### config.mk
export PLATFORM = sky130hd
export DESIGN_NAME = disp_src_sel
export DESIGN_NICKNAME = d
export VERILOG_FILES = /design/src/rtl/disp_src_sel.sv
export SDC_FILE = /design/constraint.sdc
export NUM_CORES = 1
export LEC_CHECK = 0
export ABC_AREA = 1
export CAP_MARGIN = 20
export CORE_UTILIZATION = 30
export DETAILED_ROUTE_END_ITERATION = 10
export SYNTH_ARGS = -nofsm -noshare
export SYNTH_HDL_FRONTEND = slang
export SYNTH_SLANG_ARGS = --single-unit
### constraint.sdc
create_clock -name clk -period 2.6 [get_ports clk]
set_input_delay 0.52 -clock clk [delete_from_list [all_inputs] [get_ports clk]]
set_output_delay 0.52 -clock clk [all_outputs]
set_load 0.05 [all_outputs]
### src/rtl/disp_src_sel.sv
// Registered N-channel display source selector with a switch settle filter,
// an auto-rotate mode and a fixed blanking interval on every channel change.
module disp_src_sel #(
  parameter int                    DATA_WIDTH    = 8,
  parameter int                    NUM_CH        = 3,
  parameter int                    SEL_WIDTH     = 4,
  parameter int                    SETTLE_CYCLES = 1_000_000,
  parameter int                    BLANK_CYCLES  = 16,
  parameter int                    DWELL_CYCLES  = 100_000_000,
  parameter logic [DATA_WIDTH-1:0] BLANK_VALUE   = {DATA_WIDTH{1'b0}}
) (
  input  logic                                          clk,
  input  logic                                          reset,
  input  logic [SEL_WIDTH-1:0]                          sw_mode,
  input  logic                                          auto_en,
  input  logic [NUM_CH*DATA_WIDTH-1:0]                  din,
  output logic [DATA_WIDTH-1:0]                         y,
  output logic                                          y_valid,
  output logic [((NUM_CH > 2) ? $clog2(NUM_CH) : 1)-1:0] cur_ch,
  output logic                                          switching
);

  localparam int CH_W     = (NUM_CH > 2) ? $clog2(NUM_CH) : 1;
  localparam int SETTLE_W = (SETTLE_CYCLES > 1) ? $clog2(SETTLE_CYCLES) : 1;
  localparam int BLANK_W  = (BLANK_CYCLES > 1) ? $clog2(BLANK_CYCLES) : 1;
  localparam int DWELL_W  = (DWELL_CYCLES > 1) ? $clog2(DWELL_CYCLES) : 1;

  localparam logic [CH_W-1:0]     LAST_CH     = CH_W'(NUM_CH - 1);
  localparam logic [SETTLE_W-1:0] SETTLE_LAST = SETTLE_W'(SETTLE_CYCLES - 1);
  localparam logic [BLANK_W-1:0]  BLANK_LAST  = BLANK_W'(BLANK_CYCLES - 1);
  localparam logic [DWELL_W-1:0]  DWELL_LAST  = DWELL_W'(DWELL_CYCLES - 1);

  typedef enum logic [1:0] {
    ST_SHOW   = 2'd0,
    ST_SETTLE = 2'd1,
    ST_BLANK  = 2'd2
  } state_t;

  state_t               state_q, state_d;
  logic [CH_W-1:0]      cur_ch_q, cur_ch_d;
  logic [CH_W-1:0]      cand_q, cand_d;
  logic [SETTLE_W-1:0]  settle_q, settle_d;
  logic [BLANK_W-1:0]   blank_q, blank_d;
  logic [DWELL_W-1:0]   dwell_q, dwell_d;
  logic [DATA_WIDTH-1:0] y_d;
  logic                 y_valid_d;

  logic [SEL_WIDTH-3:0] req_raw;
  logic [CH_W-1:0]      req;
  logic [CH_W-1:0]      next_ch;
  logic                 sw_unused;

  assign req_raw   = sw_mode[SEL_WIDTH-1:2];
  assign sw_unused = ^sw_mode[1:0];

  // Out-of-range channel requests fold onto channel 0.
  always_comb begin
    req = '0;
    if (int'(req_raw) < NUM_CH) req = CH_W'(req_raw);
  end

  assign next_ch = (cur_ch_q == LAST_CH) ? '0 : cur_ch_q + 1'b1;

  // State register
  // NOTE: sequential state uses non-blocking assignments and resets
  // asynchronously, so every flop is defined the instant reset rises.
  always_ff @(posedge clk or posedge reset) begin
    if (reset) state_q <= ST_SHOW;
    else       state_q <= state_d;
  end

  // Next-state and counter update. Counters stop at their terminal value
  // because the state always leaves before they could step past it.
  // NOTE: every always_comb target gets a default first so no latch is inferred.
  always_comb begin
    state_d  = state_q;
    cur_ch_d = cur_ch_q;
    cand_d   = cand_q;
    settle_d = settle_q;
    blank_d  = '0;
    dwell_d  = '0;
    case (state_q)
      ST_SHOW: begin
        if (auto_en) begin
          if (dwell_q == DWELL_LAST) begin
            cur_ch_d = next_ch;
            state_d  = ST_BLANK;
          end else begin
            dwell_d = dwell_q + 1'b1;
          end
        end else if (req != cur_ch_q) begin
          cand_d   = req;
          settle_d = '0;
          state_d  = ST_SETTLE;
        end
      end
      ST_SETTLE: begin
        if (auto_en || (req == cur_ch_q)) begin
          state_d = ST_SHOW;
        end else if (req != cand_q) begin
          cand_d   = req;
          settle_d = '0;
        end else if (settle_q == SETTLE_LAST) begin
          cur_ch_d = cand_q;
          state_d  = ST_BLANK;
        end else begin
          settle_d = settle_q + 1'b1;
        end
      end
      ST_BLANK: begin
        if (blank_q == BLANK_LAST) state_d = ST_SHOW;
        else                       blank_d = blank_q + 1'b1;
      end
      default: state_d = ST_SHOW;
    endcase
  end

  // Output word follows the state being entered, so y and y_valid line up
  // with the state register and blanking covers exactly BLANK_CYCLES cycles.
  always_comb begin
    y_d       = din[cur_ch_q*DATA_WIDTH +: DATA_WIDTH];
    y_valid_d = 1'b1;
    if (state_d == ST_BLANK) begin
      y_d       = BLANK_VALUE;
      y_valid_d = 1'b0;
    end
  end

  always_ff @(posedge clk or posedge reset) begin
    if (reset) begin
      cur_ch_q <= '0;
      cand_q   <= '0;
      settle_q <= '0;
      blank_q  <= '0;
      dwell_q  <= '0;
      y        <= '0;
      y_valid  <= 1'b0;
    end else begin
      cur_ch_q <= cur_ch_d;
      cand_q   <= cand_d;
      settle_q <= settle_d;
      blank_q  <= blank_d;
      dwell_q  <= dwell_d;
      y        <= y_d;
      y_valid  <= y_valid_d;
    end
  end

  assign cur_ch    = cur_ch_q;
  assign switching = (state_q != ST_SHOW);

endmodule

### Yosys cells after proc, flatten, opt, wreduce, memory -nomap -nowiden

Index checks and enable logic that the tools add are counted.

| word-level totals | value |
|---|---|
| bits in latches | 0 |
| register bits after elaboration | 66 |
| memory bits (read-only) | 0 |
| memory bits (writable) | 0 |
| memories kept | 0 |
| output and inout port bits | 12 |

| operators by class | value |
|---|---|
| bitwise logic cells | 0 |
| multiply operators | 0 |
| mux-type cells | 34 |
| add/sub/neg operators | 4 |
| reduce and logical (&&, ||, !) cells | 7 |
| div/mod/pow operators | 0 |
| $lt $le $gt $ge | 1 |
| equality and inequality tests | 19 |
| shift-type cells | 1 |

Operators by type and width:

| cell | number |
|---|---|
| two-way mux 20 bit | 5 |
| two-way mux 27 bit | 3 |
| case mux 20 bit (2 select lines) | 1 |
| two-way mux 2 bit | 18 |
| adder 27 x 1 -> 27 bit, second input constant | 1 |
| equality test 27 bit, second input constant | 1 |
| variable part select 24 x 6 -> 8 bit | 1 |
| adder 20 x 1 -> 20 bit, second input constant | 1 |
| equality test 20 bit, second input constant | 1 |
| != test 2 bit, second input constant | 8 |
| AND reduction 5 bit | 2 |
| two-way mux 4 bit | 2 |
| two-way mux 8 bit | 1 |
| case mux 2 bit (2 select lines) | 2 |
| equality test 2 bit, second input constant | 3 |
| case mux 2 bit (3 select lines) | 1 |
| AND reduction 6 bit | 1 |
| adder 4 x 1 -> 4 bit, second input constant | 1 |
| equality test 4 bit, second input constant | 1 |
| != test 2 bit | 2 |
| nonzero test 2 bit | 2 |
| != test 3 bit, second input constant | 1 |
| adder 2 x 1 -> 2 bit, second input constant | 1 |
| equality test 2 x 1 -> 1 bit, second input constant | 1 |
| 5 further kinds | 5 |

### Longest topological paths before layout

Gate-level depths: netlist of run 1.

| depth | value |
|---|---|
| depth after elaboration | 8 |
| gate-level depth with buffers | 12 |
| depth with buffers taken out | 12 |

### Worst setup path before layout of run 1

OpenSTA, ideal clock, no wires.

| timing path | value |
|---|---|
| path kind | register to register |
| start point | register cur_ch_q[1], in the netlist cur_ch[1] |
| end point | register settle_q[13] |
| slack | 0.989 ns |
| period minus slack after synthesis | 1.611 ns |
| setup time | 0.074 ns |
| stages on the path, launching flop included | 12 |
| data arrival time | 1.537 ns |
| cell sequence | dfrtp_1 -> inv_2 -> nand2_1 -> nand2_1 -> inv_1 -> nand2_1 -> nand2_2 -> inv_2 -> nand2_4 -> buf_6 -> nand2_1 -> o21ai_2 |

| on the way | value |
|---|---|
| longest elaborated chain between the ends | 4 |
| elaborated cells between the ends (all ways) | 6 |
| classes of those cells | eq/ne (4); reduce/logical (2) |

RTL lines:

| what | line | text |
|---|---|---|
| start, declared | 40 | `logic [CH_W-1:0] cur_ch_q, cur_ch_d;` |
| start signal, assigned | 139 | `cur_ch_q <= cur_ch_d;` |
| equality test 2 bit | 98 | `if (auto_en \|\| (req == cur_ch_q)) begin` |
| logical OR 1 bit | 98 |  |
| != test 2 bit (no source line) | - |  |
| AND reduction 5 bit (no source line) (*) | - |  |
| end signal, assigned | 141 | `settle_q <= settle_d;` |
| end, declared | 42 | `logic [SETTLE_W-1:0] settle_q, settle_d;` |

Every way passes the cells marked *; elsewhere a longest branch is shown, timed or not.
A chain may end at the register's enable or synchronous reset.

### Final worst setup path of run 1

| timing path | value |
|---|---|
| start point | register state_q[1] |
| end point | output switching |

| on the way | value |
|---|---|
| longest elaborated chain between the ends | 1 |

RTL lines:

| what | line | text |
|---|---|---|
| start, declared | 39 | `state_t state_q, state_d;` |
| start signal, assigned | 69 | `else state_q <= state_d;` |
| nonzero test 2 bit | 150 | `assign switching = (state_q != ST_SHOW);` |
| end, declared | 20 | `output logic switching` |

No other way between the ends.

==> summary.txt, run 1 <==
Port bufs -> 40
Relative slew slack -> 0.570
Hold-fix buffers, CTS -> 0
Worst-Margin Slew -> 0.643 ns
Initial DRT Pass Iterations -> 4
Vias per Instance -> 4.64
Rows -> 41
CTS buffer count -> 9
Final setup viols -> 0
GR Overflow Total -> 0
Final period demand of the worst path -> 2.23 ns
Clk slew on worst S/H paths -> 0.06 ns
Initial Utilization -> 0.312
Setup crit end kind -> output pin
CP max stage delay -> 0.82 ns
Setup repair after global routing missed its margin -> no
Post-CTS setup buffer count -> 0
Final worst-path cycle share -> 0.859
Commonest non-fill, non-tap cells in the layout -> nand2_1 (151), nor2_1 (117), dfrtp_1 (66)
Longest Clk Path Bufs -> 2
Most common library cell in the layout ignoring fill and taps -> nand2_1
Full die area -> 13800 um^2
H-Tree Level Count -> 3
Req. time, crit path -> 2.08 ns
Placed Area -> 4620 um^2
Fin. Hold Viols -> 0
Slew Limit Fails -> 0
F_max -> 448 MHz
Vias in the first global route -> 3536
Yosys warning total -> 0
1st-iter DRT viols -> 239
Via count -> 3651
Layout cell share with drive strength beyond 1 -> 0.0992
P&R area growth vs syn -> 23.9%
Die H -> 117 um
Net Count, Synth -> 594
CTS tree -> built
GRT Util Overall -> 0.145
Syn Inst Count -> 560
Routed wire length -> 9350 um
Max-cap viol count -> 0
FF+latch count, synth -> 66
Worst Hold Class -> flop to flop
First-pass GRT wire length -> 16400 um
Post-CTS sizing -> 0
Final GP Congestion -> 0.903
Clk_lat worst skew -> 0.34 ns
Nets -> 644
Startpoint class of the critical path -> flop
Core area -> 12800 um^2
Syn_area_per_cell -> 7.13 um^2
Critical path's slowest cell -> clkdlybuf4s50_1
Mapped cell area -> 3990 um^2
# diodes -> 0
Max VDD drop -> 249 uV
P_leak -> 2.12 nW
I/O pin count -> 43
Pwr Density -> 539 nW/um^2
DRC viols -> 0
Routed len/inst -> 11.9 um
Crit Path Max Fanout -> 4
Fin area -> 4940 um^2
Clk sinks -> 66
DPL Wire Length -> 6980 um
Finished Core Util -> 0.387
Final ANT Viol Nets -> 0
Arrival @ worst endpoint -> 1.71 ns
Skew final -> 0.00547 ns
Status -> complete, no violations
Crit path cell chain -> nor2_1 > inv_1 > clkdlybuf4s50_1
CTS Root Cell -> clkbuf_16
Initial antenna violation count -> 0
Cell variety after synth -> 33
TNS Setup -> 0 ns
Sequential area share after synthesis -> 0.414
Largest net degree at the start of global routing -> 38
Die Wd -> 117 um
Worst setup path category -> flop to output pin
==> area by class of cell <==
type                            count  area, um^2
Multi-Input combinational cell    425        2050
Tap cell                          172         215
Clock inverter                      7         100
Clock buffer                        9         225
Timing Repair Buffer               45         463
Sequential cell                    66        1650
Inverter                           63         236
Fill cell                        1317        7830
==> layer usage <==
| metal | wire length, um | track usage | vias up |
|---|---|---|---|
| met5 | 0 | 0 | - |
| met4 | 111 | 0.0487 | 0 |
| met3 | 326 | 0.0336 | 9 |
| met2 | 4420 | 0.243 | 60 |
| met1 | 4480 | 0.183 | 1697 |
| li1 | - | - | 1885 |
==> stage by stage <==
step                total power, W  std cells  worst slack [ns]  hold WS (ns)
global placement           0.00135        771             0.347         0.446
CTS                        0.00270        787             0.353         0.470
floorplan                  0.00124        560             0.425         0.430
global route               0.00277        787             0.309         0.490
finish                     0.00266        787             0.366         0.464
detailed placement         0.00135        771             0.283         0.462
==> worst max-delay path: cells and delay by family (launching register included) <==
kind,cells,cell delay (ns)
buf+inv,2,0.92
flops,1,0.39
simple gates,1,0.05
==> worst paths after layout <==
| path | startpoint | to | slack (ns) | depth (start not counted) |
|---|---|---|---|---|
| worst min register to register | dwell_q[0] | dwell_q[0] | 0.46 | 1 |
| worst min-delay path | dwell_q[0] | dwell_q[0] | 0.46 | 1 |
| max in group asynchronous | reset | dwell_q[20] | 1.59 | 3 |
| worst max-delay path | state_q[1] | switching | 0.37 | 3 |
| worst max register to register | settle_q[0] | settle_q[0] | 0.69 | 9 |
| min in group asynchronous | reset | settle_q[15] | 0.48 | 2 |
==> flip-flops by register name, indices dropped and copies added (netlist names) <==
register and flops:
cur_ch 2, dwell_q 27, state_q 2, cand_q 2
blank_q 4, settle_q 20, y 8, y_valid 1
==> synthesized netlist by cell type <==
cell type | n | area, um^2
nand2_1 | 151 | 567
nor2_1 | 117 | 439
dfrtp_1 | 66 | 1650
inv_1 | 57 | 214
nand3_1 | 35 | 175
nor3_1 | 17 | 85.1
nand4_1 | 15 | 93.8
xor2_1 | 14 | 123
a21oi_1 | 9 | 45.0
nand2_2 | 9 | 56.3
o21ai_2 | 8 | 70.1
inv_2 | 6 | 22.5
nor2_2 | 6 | 37.5
a22o_1 | 5 | 43.8
nor3b_1 | 5 | 37.5
nand3_2 | 4 | 40.0
xnor2_1 | 4 | 35.0
a221oi_1 | 3 | 26.3
and2_1 | 3 | 18.8
buf_6 | 3 | 33.8
ha_1 | 3 | 37.5
o21ai_0 | 3 | 15.0
o21ai_1 | 3 | 15.0
a31oi_1 | 2 | 12.5
buf_2 | 2 | 10.0
nor2_4 | 2 | 22.5
nor4_1 | 2 | 12.5
a31o_2 | 1 | 8.76
and3_1 | 1 | 6.26
buf_4 | 1 | 7.51
nand2_4 | 1 | 11.3
nor3_2 | 1 | 10.0
or2_2 | 1 | 6.26
==> where the power goes <==
part	internal, W	switching (W)	leakage [nW]
combinational	0.0000998	0.000162	1.09
sequential	0.00105	0.0000196	0.889
clock	0.000845	0.000488	0.149
total	0.00199	0.000670	2.12
==> logic make-up after synthesis <==
family / count (synthesis) / share of synthesized area
AOI/OAI and AO/OA: 34 / 0.0593
xor gates and xnor gates: 18 / 0.0395
adders and majority gates: 3 / 0.00941
buffers and inverters: 69 / 0.0721
DFF: 66 / 0.414
and+or+nand+nor: 370 / 0.406
Note: power is estimated with default switching activity, not from simulation.
==> inputs of run 2 (changes only) <==
- CAP_MARGIN: 20 -> unset
==> results of run 2 <==
Final layout, timing and power as in run 1 (identical DEF).
